### config.mk
export PLATFORM = sky130hd
export DESIGN_NAME = sar_search4
export DESIGN_NICKNAME = d
export VERILOG_FILES = /design/src/rtl/sar_search4.sv
export SDC_FILE = /design/constraint.sdc
export NUM_CORES = 1
export LEC_CHECK = 0
export ABC_AREA = 1
export CAP_MARGIN = 0
export CORE_MARGIN = 3
export CORE_UTILIZATION = 49
export DETAILED_ROUTE_END_ITERATION = 10
export HOLD_SLACK_MARGIN = 0.06
export PLACE_DENSITY_LB_ADDON = 0.08
export SLEW_MARGIN = 20
export SYNTH_ARGS = -nofsm -noshare
export SYNTH_HDL_FRONTEND = slang
export SYNTH_SLANG_ARGS = --single-unit
### constraint.sdc
create_clock -name CLK -period 1.6 [get_ports CLK]
set_input_delay 0.32 -clock CLK [delete_from_list [all_inputs] [get_ports CLK]]
set_output_delay 0.32 -clock CLK [all_outputs]
set_load 0.005 [all_outputs]
### src/rtl/sar_search4.sv
// -----------------------------------------------------------------------------
// sar_search4 -- successive-approximation search controller
//
// Consumer end of an LG/EQ/SM magnitude-compare handshake. The block presents
// trial values to an external comparator, reads back the one-hot relation
// "unknown X vs TRIAL", and resolves X one bit per probe, MSB first.
//
// Each probe is a TRY/ACK handshake followed by a one-cycle return-to-zero gap
// (TRY low). The comparator may stretch a probe by holding ACK low; TRIAL is
// held stable for as long as TRY is high.
//
// Parameters:
//   WIDTH              width of TRIAL/VALUE and number of probes (>= 1)
//
// Ports:
//   CLK                clock, rising edge
//   RST                asynchronous reset, active-high
//   START              start a search; only honoured while BUSY=0
//   TRY                probe request; TRIAL is valid while high
//   TRIAL[WIDTH-1:0]   trial value presented to the comparator
//   ACK                comparator response valid; only looked at while TRY=1
//   LG_IN              X >  TRIAL
//   EQ_IN              X == TRIAL
//   SM_IN              X <  TRIAL
//   BUSY               search in progress
//   DONE               one-cycle pulse when VALUE/ERR become final
//   VALUE[WIDTH-1:0]   recovered value, held until the next accepted START
//   ERR                last search hit a non-one-hot response, held likewise
//
// Build option:
//   SAR_EARLY_EXIT_EN  when defined, a valid EQ response ends the search at
//                      once with VALUE=TRIAL. When undefined, EQ behaves like
//                      LG (keep the bit) and every search runs WIDTH probes.
//
// All outputs come straight from flops.
// -----------------------------------------------------------------------------
module sar_search4 #(
    parameter int WIDTH = 4
) (
    input  logic             CLK,
    input  logic             RST,
    input  logic             START,
    output logic             TRY,
    output logic [WIDTH-1:0] TRIAL,
    input  logic             ACK,
    input  logic             LG_IN,
    input  logic             EQ_IN,
    input  logic             SM_IN,
    output logic             BUSY,
    output logic             DONE,
    output logic [WIDTH-1:0] VALUE,
    output logic             ERR
);

    // Bit-index width; a 1-bit search still needs a 1-bit index register.
    localparam int IDX_W = (WIDTH > 1) ? $clog2(WIDTH) : 1;

    localparam logic [IDX_W-1:0] IDX_MSB = IDX_W'(WIDTH - 1);
    localparam logic [WIDTH-1:0] ONE     = WIDTH'(1);
    localparam logic [WIDTH-1:0] MSB_BIT = ONE << (WIDTH - 1);

    typedef enum logic [1:0] {
        IDLE  = 2'd0,
        PROBE = 2'd1,
        GAP   = 2'd2
    } state_t;

    // -------------------------------------------------------------------------
    // Registered state and its next-state values
    // -------------------------------------------------------------------------
    state_t           state,      state_next;
    logic [IDX_W-1:0] idx,        idx_next;
    logic             try_q,      try_next;
    logic [WIDTH-1:0] trial_q,    trial_next;
    logic             busy_q,     busy_next;
    logic             done_q,     done_next;
    logic [WIDTH-1:0] value_q,    value_next;
    logic             err_q,      err_next;

    // -------------------------------------------------------------------------
    // Decode of the comparator response
    // -------------------------------------------------------------------------
    logic [WIDTH-1:0] cur_bit;      // mask of the bit under test
    logic [WIDTH-1:0] next_bit;     // mask of the bit tested after this one
    logic [WIDTH-1:0] kept_trial;   // TRIAL after deciding the current bit
    logic             resp_valid;   // exactly one of LG/EQ/SM is set
    logic             early_exit;   // valid EQ ends the search (option only)
    logic             last_bit;     // current bit is bit 0

    assign cur_bit  = ONE << idx;
    assign next_bit = cur_bit >> 1;
    assign last_bit = (idx == '0);

    always_comb begin
        unique case ({LG_IN, EQ_IN, SM_IN})
            3'b100,
            3'b010,
            3'b001:  resp_valid = 1'b1;
            default: resp_valid = 1'b0;
        endcase
    end

    // Only SM clears the bit; LG and EQ both mean X has this bit set.
    assign kept_trial = SM_IN ? (trial_q & ~cur_bit) : trial_q;

`ifdef SAR_EARLY_EXIT_EN
    assign early_exit = EQ_IN;
`else
    assign early_exit = 1'b0;
`endif

    // -------------------------------------------------------------------------
    // Next-state and next-output logic
    // -------------------------------------------------------------------------
    always_comb begin
        // NOTE: every signal assigned below gets a default first so that no
        // path through the case statement leaves it unassigned (no latches).
        state_next = state;
        idx_next   = idx;
        try_next   = try_q;
        trial_next = trial_q;
        busy_next  = busy_q;
        done_next  = 1'b0;          // DONE is a single-cycle pulse
        value_next = value_q;
        err_next   = err_q;

        unique case (state)
            IDLE: begin
                if (START) begin
                    state_next = PROBE;
                    idx_next   = IDX_MSB;
                    try_next   = 1'b1;
                    trial_next = MSB_BIT;
                    busy_next  = 1'b1;
                    value_next = '0;
                    err_next   = 1'b0;
                end
            end

            PROBE: begin
                // Without ACK the probe simply stretches: TRY and TRIAL hold.
                if (ACK) begin
                    if (!resp_valid) begin
                        // Report the bits resolved so far; the bit under test
                        // is unknown, so it is reported as 0.
                        err_next   = 1'b1;
                        value_next = trial_q & ~cur_bit;
                        state_next = IDLE;
                        idx_next   = IDX_MSB;
                        try_next   = 1'b0;
                        busy_next  = 1'b0;
                        done_next  = 1'b1;
                    end else if (early_exit) begin
                        value_next = trial_q;
                        state_next = IDLE;
                        idx_next   = IDX_MSB;
                        try_next   = 1'b0;
                        busy_next  = 1'b0;
                        done_next  = 1'b1;
                    end else if (last_bit) begin
                        value_next = kept_trial;
                        state_next = IDLE;
                        idx_next   = IDX_MSB;
                        try_next   = 1'b0;
                        busy_next  = 1'b0;
                        done_next  = 1'b1;
                    end else begin
                        // Next trial is prepared during the gap so TRIAL is
                        // already stable when TRY rises again.
                        trial_next = kept_trial | next_bit;
                        idx_next   = idx - IDX_W'(1);
                        try_next   = 1'b0;
                        state_next = GAP;
                    end
                end
            end

            GAP: begin
                // Return-to-zero cycle between probes.
                try_next   = 1'b1;
                state_next = PROBE;
            end

            default: begin
                state_next = IDLE;
                idx_next   = IDX_MSB;
                try_next   = 1'b0;
                busy_next  = 1'b0;
            end
        endcase
    end

    // -------------------------------------------------------------------------
    // State register
    // -------------------------------------------------------------------------
    // NOTE: sequential state uses non-blocking assignments so every flop
    // samples the pre-edge values, independent of statement order.
    always_ff @(posedge CLK or posedge RST) begin
        if (RST) begin
            state   <= IDLE;
            idx     <= IDX_MSB;
            try_q   <= 1'b0;
            trial_q <= '0;
            busy_q  <= 1'b0;
            done_q  <= 1'b0;
            value_q <= '0;
            err_q   <= 1'b0;
        end else begin
            state   <= state_next;
            idx     <= idx_next;
            try_q   <= try_next;
            trial_q <= trial_next;
            busy_q  <= busy_next;
            done_q  <= done_next;
            value_q <= value_next;
            err_q   <= err_next;
        end
    end

    // -------------------------------------------------------------------------
    // Outputs
    // -------------------------------------------------------------------------
    assign TRY   = try_q;
    assign TRIAL = trial_q;
    assign BUSY  = busy_q;
    assign DONE  = done_q;
    assign VALUE = value_q;
    assign ERR   = err_q;

endmodule
==> key figures <==
Global routing
  – Vias in the first global route: 754
  – First-pass GRT wire length: 3220 µm
  – Largest net degree at the start of global routing: 17
  – Initial antenna violation count: 0
  – Overflow after GRT: 0
  – GRT Resource Usage Total: 17.3%

Cells and area
  – Final-stage net count: 158
  – Fraction of layout cells with a size suffix above 1: 19.2%
  – Area growth syn-to-layout: 36.8%
  – Post-route design area: 0.00122 mm²
  – Non-Filler Instances: 170
  – ANT cells: 0
  – FILL cells: 123

Pwr
  – Clock share of power: 12.7%
  – Switch share: 40.1%
  – PD cells: 1730 mW/mm²
  – P_leak: 0.638 nW
  – VDD IR-drop max: 1.14 mV
  – Total power: 2.11 mW
  – Internal: 1.26 mW
  – Sw power: 0.847 mW
  – Flop pwr share: 33.6%
  – Combinational share of power: 53.6%

Logic synthesis
  – Unique masters post-synth: 17
  – Area leader, netlist: dfrtp_1
  – Post-Syn Instances: 113
  – Post-Syn Area: 890 µm²
  – Post-synth EDFFs: 0
  – Most frequent cells after synthesis: 35 x nand2_1, 15 x inv_1, 14 x dfrtp_1
  – Syn nets: 124
  – Synth top area cells: dfrtp_1 39%, nand2_1 15%, nand3_1 7.3%
  – Yosys warns: 0
  – Simple-Gate Fraction of Synth Area: 31.8%
  – Seq/Total Area, Yosys: 45.3%
  – Most frequent cell after synthesis: nand2_1
  – Synth Register Bits: 16
  – Largest family of logic cells by synthesized area: simple AND/OR/NAND/NOR gates
  – FFs w/ async S/R, synth: 100%
  – Multiplexer area fraction after synthesis: 0%
  – Leading register cell type out of synthesis: dfrtp_1
  – Syn avg cell area: 7.87 µm²
  – Compound-Gate Fraction of Synth Area: 9.28%
  – Share of the synthesized area in the top cell type: 39.4%
  – Fraction of the mapped netlist area in adder cells: 5.63%
  – Post-Synth XOR/XNOR Area: 0%

Clock tree
  – Max clock buf depth: 2
  – Clock root buffer: clkbuf_4
  – Clock sinks: 16
  – Clock slew at the register clock pins of the worst setup and hold paths: 0.10 ns
  – H-tree lvl count: 1
  – CTS Buf Count: 3
  – Hold-fix buffers, CTS: 0
  – CTS tree: yes
  – Skew-Pair Late Insertion Delay: 0.29 ns

Min path
  – Hold Crit Class: primary input to async pin

Placed design
  – DP HPWL: 1440 µm
  – Placed Cells: 164
  – DP Area: 0.00116 mm²
  – Place WS: -0.0388 ns
  – Port-buffer cells: 18
  – Placer's final routability congestion estimate: 0.942

Worst setup path
  – CP max stage cell: clkdlybuf4s50_1
  – Worst EP required: 1.28 ns
  – Crit-path max cell delay: 0.53 ns
  – Arr. time, crit path: 1.25 ns
  – Critical path buffer and inverter count: 1
  – Critical path peak fanout: 4
  – Worst Path Class, Setup: flip-flop to output port
  – Cell family with most CP delay: buffers and inverters
  – CP Launch Type: flip-flop
  – Crit-path cells: clkdlybuf4s50_1
  – Crit end category: output port

Timing
  – Worst-Margin Slew: 0.264 ns
  – Worst setup margin: 0.0346 ns
  – Final setup viols: 0
  – Slew HR: 82.4%
  – Maximum clock frequency: 0.639 GHz
  – Skew final: 0.00671 ns
  – Count of pins over their slew limit: 0
  – Hold Vio Cnt, Final: 0
  – Final worst-path cycle share: 97.8%
  – Final min period: 1.57 ns
  – Hold WS: 0.322 ns

Detailed routing
  – Met3 WL: 128 µm
  – DR top layer: met4
  – Post-route ant nets: 0
  – 1st-iter DRT viols: 29
  – Vias/cell: 4.89
  – Wire length on met1: 822 µm
  – Routed via count: 832
  – First drt pass iteration count: 4
  – DR WL met2: 936 µm
  – DRC violation count after routing: 0
  – DR WL/cell: 11.2 µm
  – Total routed wirelength: 1910 µm

Die
  – # rows: 14
  – Die H: 48.6 µm
  – Starting Density: 55.2%
  – Die ar.: 0.00236 mm²
  – # IOs: 19
  – Placeable Area: 0.00161 mm²
  – Die W: 48.6 µm

Run status
  – Status: completed

Run
  – Max-Cap Viols: 0
stage by stage:
| stage | TNS [ns] | util (%) |
|---|---|---|
| finish | 0 | 75.5 |
| floorplan | 0 | - |
| global placement | -0.0227 | 72.2 |
| detailed placement | -0.188 | 72.2 |
| CTS | 0 | 74.5 |
| global route | -0.00452 | 75.5 |
area by class of cell:
type	instances	area, µm²	share of cell area [%]
Tap cell	24	30.0	2.47
Timing Repair Buffer	30	270	22.2
Clock buffer	4	36.3	2.98
Sequential cell	16	403	33.1
Multi-Input combinational cell	80	418	34.3
Inverter	16	60.1	4.93
path summary, 6_finish.rpt:
check	start	to	slack, ns	cells past startpoint
worst max-delay path	TRIAL[1]	TRIAL[1]	0.03	1
worst min-delay path	RST	DONE	0.32	3
worst max register to register	idx[0]	TRIAL[0]	0.13	8
worst min register to register	VALUE[1]	VALUE[1]	0.48	2
max in group asynchronous	RST	idx[1]	1.03	3
min in group CLK	VALUE[1]	VALUE[1]	0.48	2
cells by family after synthesis:
logic type | after synthesis
AO/OA/AOI/OAI | 16
adder cells (fa/ha/maj) | 4
AND/OR/NAND/NOR | 60
buffers and inverters | 17
flip-flops | 16
placed cells by master (no fill, tap or decap):
cell type,count
nand2_1,34
clkdlybuf4s50_1,18
dfrtp_1,14
inv_1,14
nand3_1,13
buf_4,12
o21ai_0,8
a21oi_1,7
nor2_1,5
ha_1,4
nand2_4,3
clkbuf_4,3
inv_2,2
nand2_2,2
dfstp_2,2
nor2_4,1
nand3_2,1
nor2_2,1
a21boi_1,1
clkbuf_8,1
sequential cells by signal, indices dropped and copies added (netlist names):
name / cells
BUSY: 1
DONE: 1
ERR: 1
TRIAL: 4
TRY: 1
VALUE: 4
idx: 2
state: 2
power groups by stage:
| stage | Sequential [mW] | Combinational [mW] | Clock [mW] |
|---|---|---|---|
| floorplan | 0.709 | 0.639 | 0 |
| global placement | 0.718 | 1.05 | 0 |
| detailed placement | 0.721 | 1.08 | 0 |
| CTS | 0.714 | 1.09 | 0.277 |
| global route | 0.735 | 1.25 | 0.301 |
| finish | 0.710 | 1.13 | 0.269 |
per-layer routing:
layer	up-vias	GRT usage, %
li1	424	-
met1	377	20.9
met2	28	30.3
met3	3	3.68
met4	0	5.69
met5	-	0
timing repair:
action	CTS	global route
setup buffers	0	2
setup endpoints to repair	0	3
resized for setup	0	2
Note: power is estimated with default switching activity, not from simulation.
